--- src/rtl/mem_arb_pkg.sv ---
// Shared types for the IF/data memory arbiter.
package mem_arb_pkg;

    typedef enum logic [1:0] {
        IDLE    = 2'd0,
        WAIT_IF = 2'd1,
        WAIT_D  = 2'd2
    } arb_state_t;

    typedef enum logic {
        OWN_IF = 1'b0,
        OWN_D  = 1'b1
    } arb_owner_t;

endpackage

--- src/rtl/mem_arb_prio.sv ---
// Fixed data-over-fetch priority select for the memory arbiter.
// Optional starvation guard enabled by defining MEM_ARB_STARVE_GUARD_EN:
// after STARVE_LIMIT data grants taken while IF waits, IF wins once.
module mem_arb_prio
    import mem_arb_pkg::*;
#(
    parameter int STARVE_LIMIT = 4
) (
    input  logic       clk,
    input  logic       rst,
    input  logic       if_req_valid,
    input  logic       d_req_valid,
    input  logic       mem_req_ready,
    input  logic       arb_idle,
    output arb_owner_t win,
    output logic       win_vld
);

`ifdef MEM_ARB_STARVE_GUARD_EN
    localparam int CNT_W = $clog2(STARVE_LIMIT + 1);

    logic [CNT_W-1:0] starve_cnt;
    logic             starve_hit;
    logic             accept;

    assign starve_hit = (starve_cnt == CNT_W'(STARVE_LIMIT)) && if_req_valid;
    assign accept     = arb_idle && mem_req_ready && win_vld;

    // Count data grants taken while IF is waiting; any IF grant clears the count.
    always_ff @(posedge clk or negedge rst) begin
        if (!rst) begin
            starve_cnt <= '0;
        end else if (accept) begin
            if (win == OWN_IF) begin
                starve_cnt <= '0;
            end else if (if_req_valid && !starve_hit) begin
                starve_cnt <= starve_cnt + 1'b1;
            end
        end
    end
`else
    logic starve_hit;
    logic unused_guard_inputs;

    // Strict data priority: the guard never fires and its inputs go unread.
    assign starve_hit          = 1'b0;
    assign unused_guard_inputs = &{1'b0, clk, rst, mem_req_ready, arb_idle, (STARVE_LIMIT > 0)};
`endif

    // Data wins unless the starvation guard hands this slot to IF.
    always_comb begin
        win_vld = d_req_valid || if_req_valid;
        win     = OWN_IF;
        if (d_req_valid && !starve_hit) begin
            win = OWN_D;
        end
    end

endmodule

--- src/rtl/mem_arbiter.sv ---
// Shares one memory port between instruction fetch (IF) and the data stage.
// One transaction outstanding at a time; responses are registered back to
// the requester that issued them. Optional starvation guard: define
// MEM_ARB_STARVE_GUARD_EN (implemented in mem_arb_prio).
module mem_arbiter
    import mem_arb_pkg::*;
#(
    parameter int ADDR_W       = 64,
    parameter int DATA_W       = 64,
    parameter int STARVE_LIMIT = 4
) (
    input  logic              clk,
    input  logic              rst,
    input  logic              if_req_valid,
    output logic              if_req_ready,
    input  logic [ADDR_W-1:0] if_addr,
    output logic              if_rsp_valid,
    output logic [DATA_W-1:0] if_rsp_data,
    input  logic              d_req_valid,
    output logic              d_req_ready,
    input  logic [ADDR_W-1:0] d_addr,
    input  logic [DATA_W-1:0] d_wd,
    input  logic              d_we,
    output logic              d_rsp_valid,
    output logic [DATA_W-1:0] d_rsp_data,
    output logic              mem_req_valid,
    input  logic              mem_req_ready,
    output logic [ADDR_W-1:0] mem_addr,
    output logic [DATA_W-1:0] mem_wd,
    output logic              mem_we,
    input  logic              mem_rvalid,
    input  logic [DATA_W-1:0] mem_rd
);

    arb_state_t state_q, state_d;
    arb_owner_t win;
    logic       win_vld;
    logic       d_wr_p0;

    mem_arb_prio #(
        .STARVE_LIMIT (STARVE_LIMIT)
    ) u_prio (
        .clk           (clk),
        .rst           (rst),
        .if_req_valid  (if_req_valid),
        .d_req_valid   (d_req_valid),
        .mem_req_ready (mem_req_ready),
        .arb_idle      (state_q == IDLE),
        .win           (win),
        .win_vld       (win_vld)
    );

    // Request payload follows the current winner; only qualified by mem_req_valid.
    assign mem_addr = (win == OWN_D) ? d_addr : if_addr;
    assign mem_wd   = (win == OWN_D) ? d_wd   : '0;
    assign mem_we   = (win == OWN_D) ? d_we   : 1'b0;

    // State register; an in-flight transaction is dropped on reset.
    always_ff @(posedge clk or negedge rst) begin
        if (!rst) begin
            state_q <= IDLE;
        end else begin
            state_q <= state_d;
        end
    end

    // Next state, memory request and requester readies.
    always_comb begin
        state_d       = state_q;
        mem_req_valid = 1'b0;
        if_req_ready  = 1'b0;
        d_req_ready   = 1'b0;
        case (state_q)
            IDLE: begin
                mem_req_valid = win_vld && rst;
                if (win_vld && rst) begin
                    if (win == OWN_D) begin
                        d_req_ready = mem_req_ready;
                    end else begin
                        if_req_ready = mem_req_ready;
                    end
                    if (mem_req_ready) begin
                        state_d = (win == OWN_D) ? WAIT_D : WAIT_IF;
                    end
                end
            end
            WAIT_IF, WAIT_D: begin
                if (mem_rvalid) begin
                    state_d = IDLE;
                end
            end
            default: state_d = IDLE;
        endcase
    end

    // Remember whether the accepted data transaction was a write.
    always_ff @(posedge clk) begin
        if (d_req_valid && d_req_ready) begin
            d_wr_p0 <= d_we;
        end
    end

    // Registered response path: one-cycle pulse to the owner of the transaction.
    always_ff @(posedge clk or negedge rst) begin
        if (!rst) begin
            if_rsp_valid <= 1'b0;
            d_rsp_valid  <= 1'b0;
            if_rsp_data  <= '0;
            d_rsp_data   <= '0;
        end else begin
            if_rsp_valid <= (state_q == WAIT_IF) && mem_rvalid;
            d_rsp_valid  <= (state_q == WAIT_D) && mem_rvalid;
            if ((state_q == WAIT_IF) && mem_rvalid) begin
                if_rsp_data <= mem_rd;
            end
            if ((state_q == WAIT_D) && mem_rvalid) begin
                d_rsp_data <= d_wr_p0 ? '0 : mem_rd;
            end
        end
    end

endmodule
--- config.mk ---
export PLATFORM = sky130hd
export DESIGN_NAME = mem_arbiter
export DESIGN_NICKNAME = d
export VERILOG_FILES = /design/src/rtl/mem_arb_pkg.sv /design/src/rtl/mem_arb_prio.sv /design/src/rtl/mem_arbiter.sv
export SDC_FILE = /design/constraint.sdc
export NUM_CORES = 1
export LEC_CHECK = 0
export CORE_AREA = 4 4 204 206
export DETAILED_ROUTE_END_ITERATION = 12
export DIE_AREA = 0 0 208 210
export GPL_ROUTABILITY_DRIVEN = 1
export SETUP_SLACK_MARGIN = 0.2
export SYNTH_ARGS = -nofsm -noshare
export SYNTH_HDL_FRONTEND = slang
export SYNTH_SLANG_ARGS = --single-unit
export TNS_END_PERCENT = 20
--- constraint.sdc ---
create_clock -name clk -period 1.7 [get_ports clk]
set_input_delay 0.51 -clock clk [delete_from_list [all_inputs] [get_ports clk]]
set_output_delay 0.51 -clock clk [all_outputs]
set_load 0.005 [all_outputs]
==> Word level (Yosys, flattened, before mapping) <==
Cells that the tools add are included.
{ "totals": {"regBits": 133, "inputBits": 263, "output_inout_bits": 262, "elab_cells": 36} }
{ "classes": {"n_eq_ne": 5, "mux": 17, "n_reduce_logical": 8} }
{ "ops": {"columns": ["cell", "n"], "rows": [
  ["$mux W64", 3],
  ["$mux W1", 9],
  ["$mux W2", 4],
  ["$ne A2 B2 Y1 const B", 3],
  ["$logic_and A1 B1 Y1", 4],
  ["$pmux W2 S2", 1],
  ["$reduce_and A3 Y1", 1],
  ["$eq A2 B1 Y1 const B", 1],
  ["$eq A2 B2 Y1 const B", 1],
  ["$logic_not A2 Y1", 1],
  ["$reduce_or A2 Y1", 1],
  ["$logic_or A1 B1 Y1", 1]
]} }

==> Longest topological paths before layout <==
Gate-level depths: netlist of run 1.
{ "logic_depth": {"ltp_word": 5, "depth_mapped": 8, "ltp_nobuf": 5} }

==> Modules after synthesis <==
From an unflattened synthesis of run 1, not the netlist that was laid out.
{ "unflattened": {"cells_unflattened": 585, "hier_area_um2": 6731.5} }
{ "modules_own_cells": {"columns": ["module", "instances", "cells_each", "area_per_inst_um2", "seq_area_each_um2"], "rows": [
  ["mem_arbiter", 1, 583, 6717.7, 3333.2],
  ["mem_arb_prio", 1, 2, 13.8, 0.0]
]} }

==> Worst setup path after synthesis of run 1 <==
No wires, ideal clock.
{ "synth_path": {"path_type": "input -> output", "startpoint": "in d_req_valid", "endpoint": "out mem_addr[51]", "arrival_time_ps": 1252, "required_time_ps": 1190, "slack_ps": -62, "stages": 4, "path_buffers": 3, "path_cell_list": "buf_2 > buf_6 > buf_6 > mux2_2"} }
{ "synth_via": {"elab_chain_len": 2} }
{ "synth_rtl": {"columns": ["item", "line_no", "rtl"], "rows": [
  ["from (decl)", "mem_arbiter.sv:19", "input logic d_req_valid,"],
  ["$mux W1", "mem_arb_prio.sv:54", "if (d_req_valid && !starve_hit) begin"],
  ["$mux W64", "mem_arbiter.sv:54", "assign mem_addr = (win == OWN_D) ? d_addr : if_addr;"],
  ["to (decl)", "mem_arbiter.sv:28", "output logic [ADDR_W-1:0] mem_addr,"]
]} }
No other way between the ends.

==> Worst setup path after layout of run 1 <==
{ "layout_path": {"startpoint": "in mem_req_ready", "endpoint": "out if_req_ready"} }
{ "layout_via": {"elab_chain_len": 3} }
{ "layout_rtl": {"columns": ["item", "line_no", "rtl"], "rows": [
  ["from (decl)", "mem_arbiter.sv:27", "input logic mem_req_ready,"],
  ["$mux W1", "mem_arbiter.sv:77", "if (win == OWN_D) begin"],
  ["$mux W1", "mem_arbiter.sv:76", "if (win_vld && rst) begin"],
  ["$mux W1", "mem_arbiter.sv:73", "case (state_q)"],
  ["to (decl)", "mem_arbiter.sv:15", "output logic if_req_ready,"]
]} }
No other way between the ends.

==> results of run 1 <==
worst max-delay path by stage:
stage,startpoint,end,slack (ns)
5_1_grt,state_q[1],if_req_ready,-0.37
6_report,mem_req_ready,if_req_ready,-0.33
4_1_cts,d_req_valid,mem_addr[35],-0.45
3_3_place_gp,mem_req_ready,if_req_ready,-0.84
3_5_place_dp,mem_req_ready,if_req_ready,-0.83
2_1_floorplan,d_req_valid,mem_addr[51],0.01
stage by stage:
stage | cells | power (mW) | util (%)
CTS | 1684 | 15.8 | 34.6
floorplan | 585 | 7.25 | -
finish | 1722 | 15.0 | 35.6
global placement | 1625 | 11.9 | 31.8
global route | 1722 | 16.0 | 35.6
detailed placement | 1625 | 12.0 | 31.8
flip-flops by register name (all words and copies together), names as in the netlist:
signal,count
if_rsp_valid,1
if_rsp_data,64
d_rsp_valid,1
d_rsp_data,64
d_wr_p0,1
state_q,2
power breakdown:
part           internal (mW)  switching [mW]  total (mW)
Combinational           3.68            2.54        6.22
Clock                   2.05            1.54        3.59
Sequential              4.48           0.676        5.16
Total                   10.2            4.76        15.0
final cells by class:
type / instances / area, sq um / share of cell area [%]
timing repair buffer: 620 / 6090 / 43.2
clock inverter: 15 / 146 / 1.04
inverter: 5 / 18.8 / 0.133
tap: 525 / 657 / 4.66
multi-input combinational: 404 / 3410 / 24.2
sequential: 133 / 3330 / 23.7
antenna: 3 / 7.51 / 0.0533
clock buffer: 17 / 425 / 3.02
what timing repair did:
| item | 4_1_cts | 5_1_grt |
|---|---|---|
| pin swaps | 5 | 21 |
| resized for setup | 402 | 716 |
| gates cloned | 10 | 3 |
| setup buffers | 17 | 33 |
| endpoints found under the setup margin | 325 | 392 |
cells by family (layout without fill, tap and decap cells):
family / after synthesis / after routing / share of synthesized area [%]
compound gates: 69 / 69 / 5.45
mux: 128 / 128 / 22.0
simple gates: 204 / 204 / 16.9
other cells: 0 / 3 / 0
flops: 133 / 133 / 51.0
buf+inv: 48 / 657 / 4.04
fa+ha+maj: 3 / 3 / 0.574
layer usage:
layer | GRT usage (%) | vias to the layer above
li1 | - | 3152
met1 | 16.2 | 3227
met2 | 24.1 | 293
met3 | 4.45 | 39
met4 | 6.89 | 0
met5 | 0 | -
layout by cell type, fill, tap and decap left out, drive strengths merged:
master           n
inv             12
o21ai           65
ha               3
nor2b            1
edfxtp           1
bufinv           1
dlygate4sd2     59
clkdlybuf4s15    1
nor3b            1
clkbuf         158
clkinv           3
or4b             1
nand2           68
clkdlybuf4s50  142
o211ai           1
nand3            2
diode            3
and2            65
clkinvlp         4
o211a            1
dfrtp          132
a21oi            1
buf            206
nor2             2
mux2           128
nand2b          64
o311ai           1
dlymetal6s2s    71
tightest hold or removal path: cells and delay by family:
kind / cells / cell delay [ns]
buffers and inverters: 3 / 0.68
==> load_flow_metrics.sql, run 1 <==
INSERT INTO impl_metrics (metric_group, metric, value, unit) VALUES
('sta', 'setup_slack', '-0.327', 'ns'),
('setup_path', 'arrival', '1.52', 'ns'),
('clocking', 'clockRootBuffer', 'clkbuf_16', ''),
('outcome', 'failed_checks', 'negative setup slack', ''),
('sta', 'timing.final.crit_period', '2.03', 'ns'),
('yosys', 'synth_commonest_cells', 'dfrtp_1 (132), mux2_2 (128), nand2_1 (68), and2_1 (65), nand2b_1 (64)', ''),
('floorplan', 'initial_utilization', '16.5', '%'),
('yosys', 'synth.lib_cells_used.distinct', '24', ''),
('sta', 'timing.final.crit_share', '119', '%'),
('setup_path', 'critical_path_peak_fanout', '2', ''),
('global_route', 'initial_antenna_violation_count', '6', ''),
('flow_run', 'cap_violations', '0', ''),
('yosys', 'yosys.cell_count.top_type', 'dfrtp_1', ''),
('setup_path', 'worst_path_max_delay_cell', 'clkdlybuf4s50_1', ''),
('route', 'detail-route-antenna-nets', '0', ''),
('route', 'wire_length_per_cell_after_detailed_routing', '19.5', 'um'),
('sta', 'slew-limit-headroom', '52.8', '%'),
('route', 'drcViolationCount', '0', ''),
('sta', 'rsz0062_at_grt', 'true', ''),
('sta', 'fin_hold_ws', '0.328', 'ns'),
('yosys', 'synth_ff_type', 'dfrtp_1', ''),
('setup_path', 'reg2reg_from', 'state_q[1]', ''),
('clocking', 'clkLatencyLatePin', '0.42', 'ns'),
('route', 'highest_routed_metal_layer', 'met4', ''),
('floorplan', 'die_area', '43700', 'sq um'),
('outcome', 'outcome', 'finished with violations', ''),
('power_and_ir_drop', 'power_density', '1060', 'nW/um^2'),
('sta', 'timing_worst_slew_pin_value', '0.708', 'ns'),
('setup_path', 'timing.critical_path.cells', 'clkdlybuf4s50_1, nand3_4, nor3b_4, buf_2', ''),
('setup_path', 'r2r_slack', '-0.07', 'ns'),
('yosys', 'async_set_reset_flop_share_out_of_synthesis', '99.2', '%'),
('yosys', 'syn-cell-area', '6540', 'sq um'),
('route', 'wl_met3', '2030', 'um'),
('floorplan', 'fp.dieW', '208', 'um'),
('worst_hold_path', 'holdCritPathClass', 'input pin to async pin', ''),
('setup_path', 'critical_path.reg2reg.endpoint', 'if_rsp_data[39]', ''),
('route', 'drt-met1-wl', '13400', 'um'),
('power_and_ir_drop', 'p_leak', '7.36', 'nW'),
('route', 'routed-via-count', '6711', ''),
('global_route', 'groute.usage.overall', '14.1', '%'),
('yosys', 'ys_top_cells_by_area', 'dfrtp_1 (50%), mux2_2 (22%), and2_1 (6.2%)', ''),
('placement', 'finalWeightedCongestion', '0.861', ''),
('setup_path', 'reg2regPathDepth', '8', ''),
('floorplan', 'num_io_pins', '525', ''),
('placement', 'dp_worst_setup_slack', '-0.828', 'ns'),
('clocking', 'cts.reportedPaths.clkPinSlew', '0.07', 'ns'),
('final_layout', 'nets', '1447', ''),
('final_layout', 'fill_count', '3989', ''),
('setup_path', 'crit_required', '1.19', 'ns'),
('power_and_ir_drop', 'vdd.ir_drop.worst', '0.000512', 'V'),
('clocking', 'h-tree-depth', '4', ''),
('setup_path', 'cp.depth', '4', ''),
('setup_path', 'crit_path_start_kind', 'input pin', ''),
('yosys', 'ys_seq_area_share', '51.0', '%'),
('final_layout', 'final_cell_area', '14100', 'sq um'),
('clocking', 'cts.path.max_buffers', '2', ''),
('global_route', 'grt_first_pass_wirelength', '46500', 'um'),
('route', 'drt_first_pass_iters', '4', ''),
('final_layout', 'share_of_post_route_cells_with_drive_strength_above_1', '47.6', '%'),
('yosys', 'ys_warn_count', '0', ''),
('setup_path', 'crit_path_end_kind', 'output pin', ''),
('sta', 'setup_viol', '148', ''),
('setup_path', 'cp.buffers_inverters', '2', ''),
('route', 'wl_met2', '17200', 'um'),
('route', 'drt-total-wl', '33500', 'um'),
('setup_path', 'cpLargestDelayFamily', 'buffers and inverters', ''),
('sta', 'hold_viol', '0', ''),
('route', 'avgViaCountPerCell', '3.90', ''),
('setup_path', 'critical-path-max-stage-delay', '0.53', 'ns'),
('global_route', 'grt_pass1_vias', '7088', ''),
('placement', 'port_buffers', '524', '');
No activity file was read; power rests on OpenSTA's default activity.
==> run 2, diff against run 1 <==
--- a/config.mk
+++ b/config.mk
@@ -5,9 +5,9 @@
 export SDC_FILE = /design/constraint.sdc
 export NUM_CORES = 1
 export LEC_CHECK = 0
-export CORE_AREA = 4 4 204 206
+export CORE_AREA = 4 4 200 202
 export DETAILED_ROUTE_END_ITERATION = 12
-export DIE_AREA = 0 0 208 210
+export DIE_AREA = 0 0 204 206
 export GPL_ROUTABILITY_DRIVEN = 1
 export SETUP_SLACK_MARGIN = 0.2
 export SYNTH_ARGS = -nofsm -noshare
==> constraint.sdc (replaced) <==
create_clock -name clk -period 2 [get_ports clk]
set_input_delay 0.6 -clock clk [delete_from_list [all_inputs] [get_ports clk]]
set_output_delay 0.6 -clock clk [all_outputs]
set_load 0.005 [all_outputs]
==> run 2 against run 1 <==
- the flow still finishes with violations (negative setup slack)
- global-route usage is 0.95 points higher
- hold slack worse by 0.12 ns
- sequential share of layout area is 0.38 points higher
- highest routed layer unchanged
- sequential power is 16% lower
- cell count is 1.5% lower
- first-iteration DRC count is 38% higher
- worst setup slack better by 0.27 ns
- critical endpoint is now mem_req_valid
- power is 16% lower
- non-clock buffer count is 20 lower
- critical path depth is 1 higher
- clock-buffer cell count is 1 higher
==> load_flow_metrics.sql, run 2 (synthesis gave the netlist of run 1 again) <==
INSERT INTO impl_metrics (metric_group, metric, value, unit) VALUES
('outcome', 'outcome', 'finished with violations', ''),
('outcome', 'failed_checks', 'negative setup slack', ''),
('sta', 'timing.final.crit_share', '103', '%'),
('sta', 'slew-limit-headroom', '39.6', '%'),
('setup_path', 'reg2regPathDepth', '7', ''),
('sta', 'setup_viol', '22', ''),
('route', 'drt-total-wl', '33500', 'um'),
('setup_path', 'crit_path_end_kind', 'output pin', ''),
('global_route', 'groute.usage.overall', '15.1', '%'),
('clocking', 'tritoncts.num_buffers', '17', ''),
('clocking', 'clockRootBuffer', 'clkbuf_16', ''),
('floorplan', 'num_rows', '72', ''),
('final_layout', 'layout_commonest_cell', 'dlygate4sd2_1', ''),
('placement', 'place_hpwl', '26500', 'um'),
('setup_path', 'timing.critical_path.to', 'mem_req_valid', ''),
('clocking', 'cts_tree', 'done', ''),
('setup_path', 'crit_required', '1.40', 'ns'),
('worst_hold_path', 'holdCritPathClass', 'input pin to async pin', ''),
('route', 'detail-route-antenna-nets', '0', ''),
('clocking', 'cts_sinks', '133', ''),
('power_and_ir_drop', 'power_density', '909', 'nW/um^2'),
('global_route', 'grt_overflow_total', '0', ''),
('sta', 'fin_hold_ws', '0.207', 'ns'),
('clocking', 'h-tree-depth', '4', ''),
('setup_path', 'worstSetupPathType', 'register to output pin', ''),
('global_route', 'grt_first_pass_wirelength', '46800', 'um'),
('final_layout', 'nets', '1427', ''),
('placement', 'place.detailed.instances', '1633', ''),
('placement', 'finalWeightedCongestion', '0.855', ''),
('sta', 'setup_slack', '-0.0528', 'ns'),
('power_and_ir_drop', 'comb_pwr_share', '41.3', '%'),
('setup_path', 'critical_path_peak_fanout', '3', ''),
('placement', 'placed_area', '12700', 'sq um'),
('sta', 'fmax', '0.487', 'GHz'),
('route', 'wire_length_per_cell_after_detailed_routing', '19.8', 'um'),
('placement', 'dp_worst_setup_slack', '-0.611', 'ns'),
('final_layout', 'largest_registers', 'd_rsp_data (64), if_rsp_data (64), state_q (2)', ''),
('route', 'routed-via-count', '6535', ''),
('sta', 'fin_worst_skew', '0.0125', 'ns'),
('route', 'avgViaCountPerCell', '3.85', ''),
('clocking', 'cts.reportedPaths.clkPinSlew', '0.07', 'ns'),
('power_and_ir_drop', 'internal_power', '8.68', 'mW'),
('sta', 'max_slew_violation_count', '0', ''),
('final_layout', 'layout.cells.most_common_list', 'dlygate4sd2_1 (242), dfrtp_1 (132), clkdlybuf4s50_1 (120)', ''),
('final_layout', 'fill_count', '3901', ''),
('global_route', 'grt_start_max_net_pins', '69', ''),
('final_layout', 'area_growth', '112', '%'),
('sta', 'timing.final.crit_period', '2.05', 'ns'),
('setup_path', 'worstSetupStartpoint', 'state_q[1]', ''),
('power_and_ir_drop', 'p_leak', '6.99', 'nW'),
('final_layout', 'final_cell_area', '13900', 'sq um'),
('sta', 'timing_worst_slew_pin_value', '0.905', 'ns'),
('sta', 'hold_viol', '0', ''),
('floorplan', 'initial_utilization', '17.1', '%'),
('setup_path', 'reg2reg_from', 'state_q[1]', ''),
('setup_path', 'crit_path_start_kind', 'register', ''),
('floorplan', 'fp.dieW', '204', 'um'),
('route', 'drcViolationCount', '0', ''),
('power_and_ir_drop', 'power_switching', '3.93', 'mW'),
('setup_path', 'critical-path-max-stage-delay', '0.39', 'ns'),
('global_route', 'initial_antenna_violation_count', '7', ''),
('floorplan', 'core_area', '38300', 'sq um'),
('final_layout', 'final-instance-count-excl-fill', '1697', ''),
('placement', 'port_buffers', '524', ''),
('power_and_ir_drop', 'vdd.ir_drop.worst', '0.000448', 'V'),
('clocking', 'clkLatencyLatePin', '0.42', 'ns'),
('route', 'drt_iter0_drc', '231', ''),
('clocking', 'cts.path.max_buffers', '2', ''),
('power_and_ir_drop', 'swShare', '31.1', '%'),
('flow_run', 'cap_violations', '0', ''),
('floorplan', 'num_io_pins', '525', ''),
('floorplan', 'die_area', '42000', 'sq um'),
('sta', 'rsz0062_at_grt', 'true', ''),
('global_route', 'grt_pass1_vias', '7072', ''),
('power_and_ir_drop', 'clockPowerShare', '24.3', '%'),
('setup_path', 'worst_path_max_delay_cell', 'dfrtp_1', ''),
('power_and_ir_drop', 'post-layout-total-power', '12.6', 'mW'),
('setup_path', 'critical_path.reg2reg.endpoint', 'if_rsp_data[23]', ''),
('setup_path', 'r2r_slack', '0.23', 'ns'),
('final_layout', 'share_of_post_route_cells_with_drive_strength_above_1', '35.4', '%'),
('floorplan', 'die_height', '206', 'um'),
('power_and_ir_drop', 'portion_of_total_power_attributed_to_sequential_cells', '34.3', '%'),
('setup_path', 'arrival', '1.45', 'ns'),
('setup_path', 'timing.critical_path.cells', 'inv_2, ha_4, buf_4, o211a_1, buf_2', ''),
('route', 'drt_first_pass_iters', '4', '');
run 2: cell types whose count changed in the layout (fill, tap and decap cells not counted), moves of 3 or more:
cell | before | now
and2_1 | 13 | 28
and2_4 | 52 | 37
buf_2 | 12 | 34
buf_4 | 23 | 34
buf_6 | 138 | 106
clkbuf_16 | 20 | 17
clkbuf_2 | 138 | 4
clkdlybuf4s50_1 | 142 | 120
dlygate4sd2_1 | 59 | 242
dlymetal6s2s_1 | 71 | 26
mux2_2 | 56 | 66
mux2_4 | 72 | 62
run 2: per-layer routing:
layer  GRT usage [%]  vias to the layer above  part of all wire, %
met5               0                        -                    0
met4            8.26                        0                  5.4
met3            4.17                       54                  7.4
met2            26.8                      297                   51
met1            16.3                     3063                   36
li1                -                     3121                    -
run 2: worst max-delay path: cells and delay by family (launching register included):
family / cells / cell delay, ns
AOI/OAI and AO/OA: 1 / 0.15
adders and majority gates: 1 / 0.17
buffers and inverters: 3 / 0.33
DFF: 1 / 0.39
run 2: cell type report:
class / instances / area (sq um) / share of cell area, %
multi-input combinational: 404 / 3310 / 23.9
inverter: 5 / 18.8 / 0.135
antenna: 5 / 12.5 / 0.0902
timing repair buffer: 600 / 5970 / 43.0
sequential: 133 / 3330 / 24.0
clock buffer: 18 / 439 / 3.17
clock inverter: 14 / 139 / 1.00
tap: 518 / 648 / 4.67
run 2: repair_timing:
| item | CTS | global route |
|---|---|---|
| setup endpoints to repair | 263 | 126 |
| setup buffers | 13 | 5 |
| gates cloned | 9 | 0 |
| pin swaps | 40 | 22 |
| gates resized for setup | 943 | 97 |
| hold buffers | 0 | 0 |
run 2: worst min-delay path by stage:
stage                   start         endpoint  slack (ns)  depth (start not counted)
3_3_place_gp   d_rsp_data[42]   d_rsp_data[42]        0.46                          2
6_report                  rst  if_rsp_data[62]        0.21                          2
3_5_place_dp   d_rsp_data[20]   d_rsp_data[20]        0.47                          2
2_1_floorplan             rst    d_rsp_data[0]        0.30                          0
4_1_cts                   rst    d_rsp_data[7]        0.21                          2
5_1_grt                   rst  if_rsp_data[62]        0.20                          2
run 2: power by group through the flow:
stage / clock, mW / combinational, mW / sequential, mW
2_1_floorplan: 0 / 1.70 / 4.47
3_3_place_gp: 0 / 5.71 / 4.39
3_5_place_dp: 0 / 5.76 / 4.42
4_1_cts: 3.15 / 5.21 / 4.34
5_1_grt: 3.29 / 5.66 / 4.48
6_report: 3.07 / 5.21 / 4.33
run 2: stage by stage:
step | TNS (ns) | utilization [%]
after floorplan | 0 | -
after global placement | -65.15 | 33.1
after detailed placement | -64.70 | 33.1
after CTS | -1.35 | 35.4
after global routing | -1.03 | 36.2
final | -0.550 | 36.2
==> run 3, diff against run 2 <==
--- a/config.mk
+++ b/config.mk
@@ -6,8 +6,10 @@
 export NUM_CORES = 1
 export LEC_CHECK = 0
 export CORE_AREA = 4 4 200 202
+export CTS_CLUSTER_DIAMETER = 100
 export DETAILED_ROUTE_END_ITERATION = 12
 export DIE_AREA = 0 0 204 206
+export DONT_BUFFER_PORTS = 1
 export GPL_ROUTABILITY_DRIVEN = 1
 export SETUP_SLACK_MARGIN = 0.2
 export SYNTH_ARGS = -nofsm -noshare
==> run 3 against run 2 <==
- the flow finishes with violations (negative hold slack)
- cell count down 34%
- combinational power decreased by 54%
- global-route usage is 2.7 points lower
- largest power group is now registers
- highest routed layer is now met5
- worst setup slack better by 0.061 ns
- via count decreased by 30%
- sequential power rose by 12%
- fmax up 3.1%
==> load_flow_metrics.sql, run 3 (synthesis gave the netlist of run 1 again) <==
INSERT INTO impl_metrics (metric_group, metric, value, unit) VALUES
('outcome', 'outcome', 'finished with violations', ''),
('outcome', 'failed_checks', 'negative hold slack', ''),
('placement', 'place.detailed.instances', '1069', ''),
('power_and_ir_drop', 'clockPowerShare', '29.8', '%'),
('placement', 'place_hpwl', '23100', 'um'),
('global_route', 'grt_first_pass_wirelength', '37400', 'um'),
('final_layout', 'fill_count', '4120', ''),
('setup_path', 'critical_path_peak_fanout', '4', ''),
('power_and_ir_drop', 'portion_of_total_power_attributed_to_sequential_cells', '46.9', '%'),
('power_and_ir_drop', 'comb_pwr_share', '23.3', '%'),
('route', 'drt-total-wl', '28300', 'um'),
('clocking', 'clkLatencyLatePin', '0.43', 'ns'),
('final_layout', 'final_cell_area', '7950', 'sq um'),
('route', 'avgViaCountPerCell', '4.09', ''),
('final_layout', 'nets', '845', ''),
('clocking', 'clockRootBuffer', 'clkbuf_16', ''),
('sta', 'slew-limit-headroom', '76.6', '%'),
('placement', 'finalWeightedCongestion', '1.01', ''),
('worst_hold_path', 'holdCritPathClass', 'input pin to async pin', ''),
('power_and_ir_drop', 'internal_power', '6.87', 'mW'),
('clocking', 'h-tree-depth', '4', ''),
('route', 'routed-via-count', '4592', ''),
('sta', 'timing.final.crit_period', '1.99', 'ns'),
('clocking', 'cts_sinks', '133', ''),
('global_route', 'grt_start_max_net_pins', '136', ''),
('placement', 'placed_area', '7100', 'sq um'),
('floorplan', 'die_height', '206', 'um'),
('placement', 'port_buffers', '0', ''),
('floorplan', 'initial_utilization', '17.1', '%'),
('sta', 'fin_worst_skew', '0.0147', 'ns'),
('final_layout', 'area_growth', '21.6', '%'),
('route', 'wire_length_per_cell_after_detailed_routing', '25.2', 'um'),
('clocking', 'tritoncts.num_buffers', '17', ''),
('final_layout', 'layout_commonest_cell', 'dfrtp_1', ''),
('route', 'detail-route-antenna-nets', '0', ''),
('clocking', 'cts.path.max_buffers', '2', ''),
('sta', 'fmax', '0.502', 'GHz'),
('floorplan', 'die_area', '42000', 'sq um'),
('placement', 'dp_worst_setup_slack', '0.195', 'ns'),
('route', 'drt_first_pass_iters', '4', ''),
('sta', 'setup_viol', '0', ''),
('floorplan', 'core_area', '38300', 'sq um'),
('final_layout', 'share_of_post_route_cells_with_drive_strength_above_1', '31.6', '%'),
('sta', 'max_slew_violation_count', '0', ''),
('sta', 'hold_viol', '132', ''),
('global_route', 'initial_antenna_violation_count', '22', ''),
('power_and_ir_drop', 'p_leak', '3.40', 'nW'),
('final_layout', 'final-instance-count-excl-fill', '1123', ''),
('final_layout', 'largest_registers', 'd_rsp_data (64), if_rsp_data (64), state_q (2)', ''),
('route', 'drcViolationCount', '0', ''),
('sta', 'timing.final.crit_share', '99.6', '%'),
('sta', 'timing_worst_slew_pin_value', '0.351', 'ns'),
('clocking', 'cts_tree', 'done', ''),
('clocking', 'cts.reportedPaths.clkPinSlew', '0.06', 'ns'),
('floorplan', 'num_rows', '72', ''),
('flow_run', 'cap_violations', '0', ''),
('power_and_ir_drop', 'vdd.ir_drop.worst', '0.000526', 'V'),
('global_route', 'grt_overflow_total', '0', ''),
('setup_path', 'crit_required', '1.40', 'ns'),
('floorplan', 'fp.dieW', '204', 'um'),
('global_route', 'groute.usage.overall', '12.4', '%'),
('sta', 'fin_tns_setup', '0', 'ns'),
('floorplan', 'num_io_pins', '525', ''),
('sta', 'setup_slack', '0.00813', 'ns'),
('global_route', 'grt_pass1_vias', '4668', ''),
('power_and_ir_drop', 'swShare', '33.4', '%'),
('final_layout', 'layout.cells.most_common_list', 'dfrtp_1 (132), mux2_2 (91), nand2_1 (66)', ''),
('power_and_ir_drop', 'power_switching', '3.45', 'mW'),
('sta', 'fin_hold_ws', '-0.126', 'ns'),
('setup_path', 'worstSetupPathType', 'register to output pin', ''),
('route', 'drt_iter0_drc', '266', ''),
('setup_path', 'crit_path_start_kind', 'register', ''),
('setup_path', 'arrival', '1.39', 'ns'),
('sta', 'rsz0062_at_grt', 'true', ''),
('power_and_ir_drop', 'power_density', '1300', 'nW/um^2'),
('setup_path', 'crit_path_end_kind', 'output pin', '');
run 3: changes by cell type in the layout (fill, tap and decap cells not counted), moves of 26 or more:
| cell | before | now |
|---|---|---|
| buf_6 | 106 | 0 |
| and2_1 | 28 | 65 |
| dlygate4sd2_1 | 242 | 0 |
| clkdlybuf4s50_1 | 120 | 0 |
| buf_2 | 34 | 0 |
| and2_4 | 37 | 0 |
| dlymetal6s2s_1 | 26 | 0 |
run 3: area by class of cell:
type	count	area, sq um	share of cell area (%)
clock inverters	15	156	1.97
diodes	13	32.5	0.409
inverters	5	18.8	0.236
flip-flops and latches	133	3330	41.9
clock buffers	17	425	5.35
multi-input cells	404	3150	39.6
well taps	518	648	8.15
repair buffers	18	188	2.36
run 3: final timing paths:
check,from,end,slack (ns),cells past startpoint
setup / recovery,state_q[1],if_req_ready,0.008,5
hold / removal,rst,d_rsp_data[9],-0.13,0
setup reg to reg,state_q[1],if_rsp_data[30],0.23,7
hold reg to reg,d_rsp_data[55],d_rsp_data[55],0.51,2
max in group asynchronous,rst,if_rsp_data[47],1.92,0
min in group clk,d_we,d_wr_p0,0.28,0
run 3: per-layer routing:
metal  global-route usage, %  up-vias  part of all wire [%]
met2                    21.2      294                    50
met4                    7.61        4                   6.1
met3                    5.90       55                    12
met1                    12.2     2282                    32
met5                       0        -                 0.085
li1                        -     1957                     -
run 3: repair_timing:
item / CTS / global route
setup endpoints to repair: 3 / 3
pin swaps: 2 / 1
resized for setup: 6 / 33
setup buffers: 6 / 3
hold endpoints to repair: 132 / 132
run 3: critical path: stages, from the launching register on:
cell and delay (ns):
dfrtp_1 0.39, inv_2 0.09, ha_4 0.15, nand3_4 0.07, nor3b_2 0.16, buf_4 0.13
run 3: stage by stage:
step                      utilization, %  total power [mW]
after CTS                           20.3              10.2
after floorplan                        -              6.16
after global routing                20.8              10.9
final                               20.8              10.3
after detailed placement            18.5              6.91
after global placement              18.5              6.80
run 3: power by group through the flow:
| stage | clock [mW] | combinational [mW] | sequential [mW] |
|---|---|---|---|
| floorplan | 0 | 1.70 | 4.47 |
| global placement | 0 | 1.91 | 4.89 |
| detailed placement | 0 | 1.99 | 4.92 |
| CTS | 3.18 | 2.13 | 4.87 |
| global route | 3.28 | 2.67 | 4.99 |
| finish | 3.08 | 2.40 | 4.83 |
